[src/rtl/cla_pkg.sv]
// rtl/cla_pkg.sv - shared constants, types and lookahead helper for the pipelined CLA adder
//
// Contents:
//   DEF_WIDTH / DEF_GROUP : default operand width and lookahead group size
//   LA_MAX                : widest vector the lookahead helper handles
//   gp_t                  : group generate/propagate pair
//   cla_ng()              : number of first-level groups for a width/group pair
//   cla_lookahead()       : flat sum-of-products carry into position n

package cla_pkg;

  localparam int DEF_WIDTH = 32;
  localparam int DEF_GROUP = 4;
  localparam int LA_MAX    = 64;

  typedef struct packed {
    logic g;
    logic p;
  } gp_t;

  function automatic int cla_ng(input int width, input int group);
    return width / group;
  endfunction

  // Carry into position n, written as the full lookahead expansion
  // ci&p[0..n-1] | g[0]&p[1..n-1] | ... | g[n-1]; terms are OR-combined.
  function automatic logic cla_lookahead(input logic [LA_MAX-1:0] p,
                                         input logic [LA_MAX-1:0] g,
                                         input logic              ci,
                                         input int                n);
    logic acc;
    logic term;
    acc = ci;
    for (int k = 0; k < n; k++) acc = acc & p[k];
    for (int j = 0; j < n; j++) begin
      term = g[j];
      for (int k = j + 1; k < n; k++) term = term & p[k];
      acc = acc | term;
    end
    return acc;
  endfunction

endpackage

[src/rtl/cla_group.sv]
// rtl/cla_group.sv - combinational first-level lookahead group
//
// Ports:
//   p, g  in  GROUP  bitwise propagate / generate for this group
//   cin   in  1      carry into bit 0 of the group
//   c     out GROUP  carry into each bit of the group (c[0] == cin)
//   gp    out gp_t   group generate / propagate (independent of cin)

module cla_group
  import cla_pkg::*;
#(
  parameter int GROUP = DEF_GROUP
) (
  input  logic [GROUP-1:0] p,
  input  logic [GROUP-1:0] g,
  input  logic             cin,
  output logic [GROUP-1:0] c,
  output gp_t              gp
);

  always_comb begin
    c = '0;
    for (int i = 0; i < GROUP; i++) begin
      c[i] = cla_lookahead(LA_MAX'(p), LA_MAX'(g), cin, i);
    end
    gp.g = cla_lookahead(LA_MAX'(p), LA_MAX'(g), 1'b0, GROUP);
    gp.p = &p;
  end

endmodule

[src/rtl/cla_pipe_adder.sv]
// rtl/cla_pipe_adder.sv - two-stage pipelined two-level carry-lookahead adder with valid/ready
//
// Optional feature macro: CLA_SUB_EN (adds the sub port; sub=1 computes a - b).
//
// Ports:
//   clk, rst             clock, synchronous active-high reset
//   in_valid / in_ready  operand handshake (in_ready is combinational from out_ready)
//   a, b, cin            operands and carry-in
//   sub                  subtract mode (CLA_SUB_EN only)
//   out_valid/out_ready  result handshake
//   sum, cout, ovf       result, carry out of the msb, signed overflow

module cla_pipe_adder
  import cla_pkg::*;
#(
  parameter int WIDTH = DEF_WIDTH,
  parameter int GROUP = DEF_GROUP
) (
  input  logic             clk,
  input  logic             rst,
  input  logic             in_valid,
  output logic             in_ready,
  input  logic [WIDTH-1:0] a,
  input  logic [WIDTH-1:0] b,
  input  logic             cin,
`ifdef CLA_SUB_EN
  input  logic             sub,
`endif
  output logic             out_valid,
  input  logic             out_ready,
  output logic [WIDTH-1:0] sum,
  output logic             cout,
  output logic             ovf
);

  localparam int NG = cla_ng(WIDTH, GROUP);

  generate
    if ((WIDTH % GROUP) != 0 || WIDTH < GROUP || NG > LA_MAX) begin : g_bad_cfg
      $fatal(1, "cla_pipe_adder: WIDTH must be a nonzero multiple of GROUP");
    end
  endgenerate

  // ---------------- operand conditioning ----------------
  logic [WIDTH-1:0] b_eff;
  logic             cin_eff;

`ifdef CLA_SUB_EN
  assign b_eff   = sub ? ~b : b;
  assign cin_eff = sub | cin;
`else
  assign b_eff   = b;
  assign cin_eff = cin;
`endif

  // ---------------- pipeline control ----------------
  logic s1_valid;
  logic s1_load;
  logic s2_load;

  assign s2_load  = s1_valid && (!out_valid || out_ready);
  assign in_ready = !s1_valid || !out_valid || out_ready;
  assign s1_load  = in_valid && in_ready;

  // ---------------- stage 1: bitwise and group G/P ----------------
  logic [WIDTH-1:0] p_in;
  logic [WIDTH-1:0] g_in;
  gp_t  [NG-1:0]    gp_in;
  logic [WIDTH-1:0] s1_c_unused;

  assign p_in = a ^ b_eff;
  assign g_in = a & b_eff;

  for (genvar j = 0; j < NG; j++) begin : g_s1_grp
    cla_group #(.GROUP(GROUP)) u_grp (
      .p   (p_in[j*GROUP +: GROUP]),
      .g   (g_in[j*GROUP +: GROUP]),
      .cin (1'b0),
      .c   (s1_c_unused[j*GROUP +: GROUP]),
      .gp  (gp_in[j])
    );
  end

  logic [WIDTH-1:0] s1_p;
  logic [WIDTH-1:0] s1_g;
  gp_t  [NG-1:0]    s1_gp;
  logic             s1_cin;
  logic             s1_a_msb;
  logic             s1_b_msb;

  // Data registers carry no reset; s1_valid alone qualifies them.
  always_ff @(posedge clk) begin
    if (s1_load) begin
      s1_p     <= p_in;
      s1_g     <= g_in;
      s1_gp    <= gp_in;
      s1_cin   <= cin_eff;
      s1_a_msb <= a[WIDTH-1];
      s1_b_msb <= b_eff[WIDTH-1];
    end
  end

  // ---------------- stage 2: group carries, in-group carries, sum ----------------
  logic [NG-1:0]    grp_g;
  logic [NG-1:0]    grp_p;
  logic [NG:0]      grp_c;
  logic [WIDTH-1:0] carry;
  gp_t  [NG-1:0]    s2_gp_unused;
  logic [WIDTH-1:0] sum_d;
  logic             ovf_d;

  always_comb begin
    grp_g = '0;
    grp_p = '0;
    grp_c = '0;
    for (int j = 0; j < NG; j++) begin
      grp_g[j] = s1_gp[j].g;
      grp_p[j] = s1_gp[j].p;
    end
    for (int j = 0; j <= NG; j++) begin
      grp_c[j] = cla_lookahead(LA_MAX'(grp_p), LA_MAX'(grp_g), s1_cin, j);
    end
  end

  for (genvar j = 0; j < NG; j++) begin : g_s2_grp
    cla_group #(.GROUP(GROUP)) u_grp (
      .p   (s1_p[j*GROUP +: GROUP]),
      .g   (s1_g[j*GROUP +: GROUP]),
      .cin (grp_c[j]),
      .c   (carry[j*GROUP +: GROUP]),
      .gp  (s2_gp_unused[j])
    );
  end

  assign sum_d = s1_p ^ carry;
  assign ovf_d = (s1_a_msb == s1_b_msb) && (sum_d[WIDTH-1] != s1_a_msb);

  always_ff @(posedge clk) begin
    if (rst) begin
      s1_valid  <= 1'b0;
      out_valid <= 1'b0;
      sum       <= '0;
      cout      <= 1'b0;
      ovf       <= 1'b0;
    end else begin
      if (s1_load) begin
        s1_valid <= 1'b1;
      end else if (s2_load) begin
        s1_valid <= 1'b0;
      end

      if (s2_load) begin
        out_valid <= 1'b1;
        sum       <= sum_d;
        cout      <= grp_c[NG];
        ovf       <= ovf_d;
      end else if (out_ready) begin
        out_valid <= 1'b0;
      end
    end
  end

endmodule

[config.mk]
export PLATFORM = sky130hd
export DESIGN_NAME = cla_pipe_adder
export DESIGN_NICKNAME = d
export VERILOG_FILES = /design/src/rtl/cla_pkg.sv /design/src/rtl/cla_group.sv /design/src/rtl/cla_pipe_adder.sv
export SDC_FILE = /design/constraint.sdc
export NUM_CORES = 1
export LEC_CHECK = 0
export ABC_AREA = 1
export CAP_MARGIN = 0
export CORE_UTILIZATION = 51
export DETAILED_ROUTE_END_ITERATION = 10
export GPL_ROUTABILITY_DRIVEN = 0
export PLACE_DENSITY = 0.81
export SLEW_MARGIN = 10
export SYNTH_ARGS = -nofsm -noshare
export SYNTH_HDL_FRONTEND = slang
export SYNTH_SLANG_ARGS = --single-unit
[constraint.sdc]
create_clock -name clk -period 6.94 [get_ports clk]
set_input_delay 1.388 -clock clk [delete_from_list [all_inputs] [get_ports clk]]
set_output_delay 1.388 -clock clk [all_outputs]
set_load 0.02 [all_outputs]
* Word level (Yosys, flattened, before mapping)
Index checks and enable logic that the tools add are counted.
Storage, ports and cells: flip-flop bits (word level) 118, input port bits 69, output and inout port bits 36
Cells by class: equality and inequality tests 2, muxes and demuxes 4, bitwise operators 243, reduce and logical (&&, ||, !) cells 18
Operators with widths (number):
- AND 1 bit | 132
- bitwise OR 1 bit | 108
- XOR 32 bit | 2
- AND 32 bit | 1
- AND reduction 4 bit | 8
- two-way mux 1 bit | 4
- nonzero test 2 bit | 2
- logical AND 1 bit | 3
- logical OR 1 bit | 3
- logical NOT 1 bit | 2
- equality test 1 bit | 1
- inequality test 1 bit | 1

* Depth between registers and ports, before layout
word-level depth 23, gate-level depth with buffers 17, depth with buffers taken out 17

* Cells and area by module
Synthesis repeated with hierarchy kept, for this count alone.
Unflattened totals: cell total of the unflattened synthesis 593, area total of the unflattened synthesis 6077.1 µm²
Modules (own cells, without submodules):
- cla_pipe_adder | times used 1, cells each 305, area an instance 4495.6 µm², sequential area each 3213.1 µm²
- cla_group | times used 16, cells each 18, area an instance 98.8 µm², sequential area each 0.0 µm²

* Worst setup path before layout
OpenSTA, ideal clock, no wires.
path kind input to register, start input out_ready, end register s1_gp, in the netlist grp_g[0], enable pin, library setup time 0.510 ns, data arrival time 4.712 ns, data required time 6.430 ns, path slack 1.719 ns, stages 4, buffers on the path 0, cell sequence inv_1 > nand2_1 > nor2_1 > nor2_1
Between the ends: cells in the longest elaborated chain, start to end 2
RTL lines:
- start: declaration | RTL line cla_pipe_adder.sv:30 | input logic out_ready,
- logical OR 1 bit | RTL line cla_pipe_adder.sv:62 | assign in_ready = !s1_valid || !out_valid || out_ready;
- logical AND 1 bit | RTL line cla_pipe_adder.sv:63 | assign s1_load = in_valid && in_ready;
- via s1_load | RTL line cla_pipe_adder.sv:58 | logic s1_load;
- end signal: assignment | RTL line cla_pipe_adder.sv:96 | s1_gp <= gp_in;
- end: declaration | RTL line cla_pipe_adder.sv:86 | gp_t [NG-1:0] s1_gp;
The timed path passes the listed nets, and every way through them passes these cells. A chain may end at the register's enable or synchronous reset.

* Worst setup path after layout
start input out_ready, end output in_ready
Between the ends: cells in the longest elaborated chain, start to end 1
RTL lines:
- logical OR 1 bit | RTL line cla_pipe_adder.sv:62
- end: declaration | RTL line cla_pipe_adder.sv:22 | output logic in_ready,
Every way passes these cells.

==> flow_summary.yaml <==
finish:
  fin_cells: 666
  drive_gt1_share_pct: 5.59
  nNetsFinal: 641
  final_util_pct: 67.2
  area.growth.synth_to_final_pct: 28.1
  antennaDiodeCount: 0
  stdcell_area_sq_mm: 0.00621
die:
  rows: 35
  die-area_sq_mm: 0.00990
  io_pins: 105
  initial_core_util_pct: 52.5
  core_sq_mm: 0.00924
  die_w_um: 99.5
  die_h_um: 99.5
synth:
  synth_top_area_share_pct: 46.5
  synth_common_cells: "edfxtp_1 (75), nor2_1 (63), inv_1 (44), ha_1 (40), nand2_1 (39)"
  syn_area_per_cell_sq_um: 11.4
  ys_seq_area_share_pct: 61.3
  synth_most_common_cell: "edfxtp_1"
  synth.largest_area_cell: "edfxtp_1"
  synth_warnings: 0
  ys_ff_latch: 111
  synth_area_sq_mm: 0.00485
  synth_edf_count: 75
  syn_inst: 425
  synth_flop_cell: "edfxtp_1"
  synth.area.top_cells: "edfxtp_1 (46%), dfxtp_1 (15%), ha_1 (10%)"
  syn_nets: 534
  async_reset_ff_share_pct: 0
  synth_cell_type_count: 30
sta:
  fmax_mhz: 240
  report.final.hold_viol_count: 0
  final-setup-viol-count: 0
  rsz0062_at_grt: "false"
  maxSlewHeadroom_pct: 30.5
  fin_crit_sh_pct: 60.0
  tns_ns: 0
  drv_slew: 0
  tightest_slew_ns: 1.04
  min_period_ns: 4.17
  timing.hold.ws_ns: 0.494
  fin_skew_ns: 0.0141
grt:
  grt.overflow.total: 0
  antenna_found_initial: 0
  grt_pass1_wl_um: 14800
  grtUsageTotal_pct: 19.5
  grt_pass1_vias: 3338
  grt_max_degree: 52
placed_design:
  placed_area_sq_mm: 0.00601
  placed_cells: 650
  numPortBuffers: 104
  dp_hpwl_um: 6610
clocking:
  clk_pin_slew_worst_paths_ns: 0.10
  clockBufferDepth: 2
  cts_tree: "done"
  numCtsBuffers: 9
  clock_latency_ns: 0.37
  clkSinkCount: 111
  h-tree-depth: 3
  cts_hold_buf: 0
  post-cts-setup-buffers: 0
  cts_root_buf: "clkbuf_8"
  cts_resized: 0
detailed_routing:
  wirelength_um: 9080
  drtAntennaViolNets: 0
  firstDrtPassIters: 4
  drtIter0Drc: 76
  drcViolationCount: 0
  wl_per_cell_um: 13.6
  vias: 3312
  viasPerCell: 4.97
critical_path:
  path_class: "in -> out"
  end_kind: "output pin"
  crit_fanout: 3
  critPathArrivalTime_ns: 2.78
  required_ns: 5.55
  worstSetupStartpointType: "input pin"
outcome:
  status: "complete, no violations"
pwr:
  p_per_area_mw_per_mm2: 226
  p_leak_nw: 2.58
  vdd_drop_max_mv: 0.134
min_path:
  hp-class: "reg -> reg"
run:
  maxCapViolCount: 0
per-stage QoR:
step | setup WS, ns | power [W]
final | 2.77 | 0.00140
after global routing | 2.68 | 0.00147
after CTS | 2.76 | 0.00141
after detailed placement | 2.77 | 0.00104
after global placement | 2.82 | 0.00103
after floorplan | 1.72 | 0.000931
final cells by class:
cell class                 instances  area, sq um
clock inverter                     7         72.6
multi-input combinational        257         1650
timing repair buffer             105         1050
inverter                          48          183
tap                              129          161
fill                             732         3030
clock buffer                       9          124
sequential                       111         2970
metal layers:
metal / global-route usage, % / share of wire (%) / wire, um
met5: 0 / 0 / 0
met4: 8.71 / 2.1 / 191
met3: 3.51 / 3.2 / 294
met2: 37.0 / 53 / 4850
met1: 21.2 / 41 / 3740
where the power goes:
part | internal [W] | total, W | switching, W
logic | 0.000114 | 0.000233 | 0.000119
clock network | 0.000168 | 0.000384 | 0.000216
registers | 0.000763 | 0.000787 | 0.0000234
critical path, stage by stage:
cell and delay [ns]:
clkdlybuf4s50_1 0.41, inv_1 0.05, nand2_1 0.08, nor2_1 0.22, inv_1 0.09, clkdlybuf4s50_1 0.54
state kept, by name, indices dropped and copies added (netlist names):
register,cells
out_valid,1
cout,1
s1_a_msb,1
ovf,1
grp_p,8
s1_valid,1
sum,32
s1_b_msb,1
grp_g,8
s1_g,24
s1_cin,1
s1_p,32
cells by family (layout without fill, tap and decap cells):
group / count (synthesis) / count (layout) / share of synthesized area, %
adders and majority gates: 40 / 40 / 10.3
DFF: 111 / 111 / 61.3
buffers and inverters: 57 / 169 / 4.80
and+or+nand+nor: 121 / 121 / 10.3
AOI/OAI and AO/OA: 79 / 79 / 10.0
xor gates and xnor gates: 17 / 17 / 3.23
worst paths after layout:
check / startpoint / endpoint / slack (ns) / cells after the start
worst min-delay path: s1_valid$_SDFFE_PP0P_ / out_valid$_SDFFE_PP0P_ / 0.49 / 2
worst max-delay path: out_ready / in_ready / 2.77 / 6
worst min register to register: s1_valid$_SDFFE_PP0P_ / out_valid$_SDFFE_PP0P_ / 0.49 / 2
worst max register to register: grp_p[1]$_DFFE_PP_ / ovf$_SDFFE_PP0P_ / 4.63 / 17
layout by cell type, fill, tap and decap left out, drive strengths merged:
cell,n
a211o,1
a21boi,1
a21o,3
a21oi,26
buf,1
bufinv,1
clkbuf,9
clkdlybuf4s50,104
clkinv,4
clkinvlp,1
dfxtp,36
edfxtp,75
ha,40
inv,49
nand2,43
nand3,6
nand4,2
nor2,64
nor3,5
o211ai,5
o21ai,25
o21bai,11
o221ai,7
or2,1
xnor2,1
xor2,16
(Power assumes the default switching activity.)
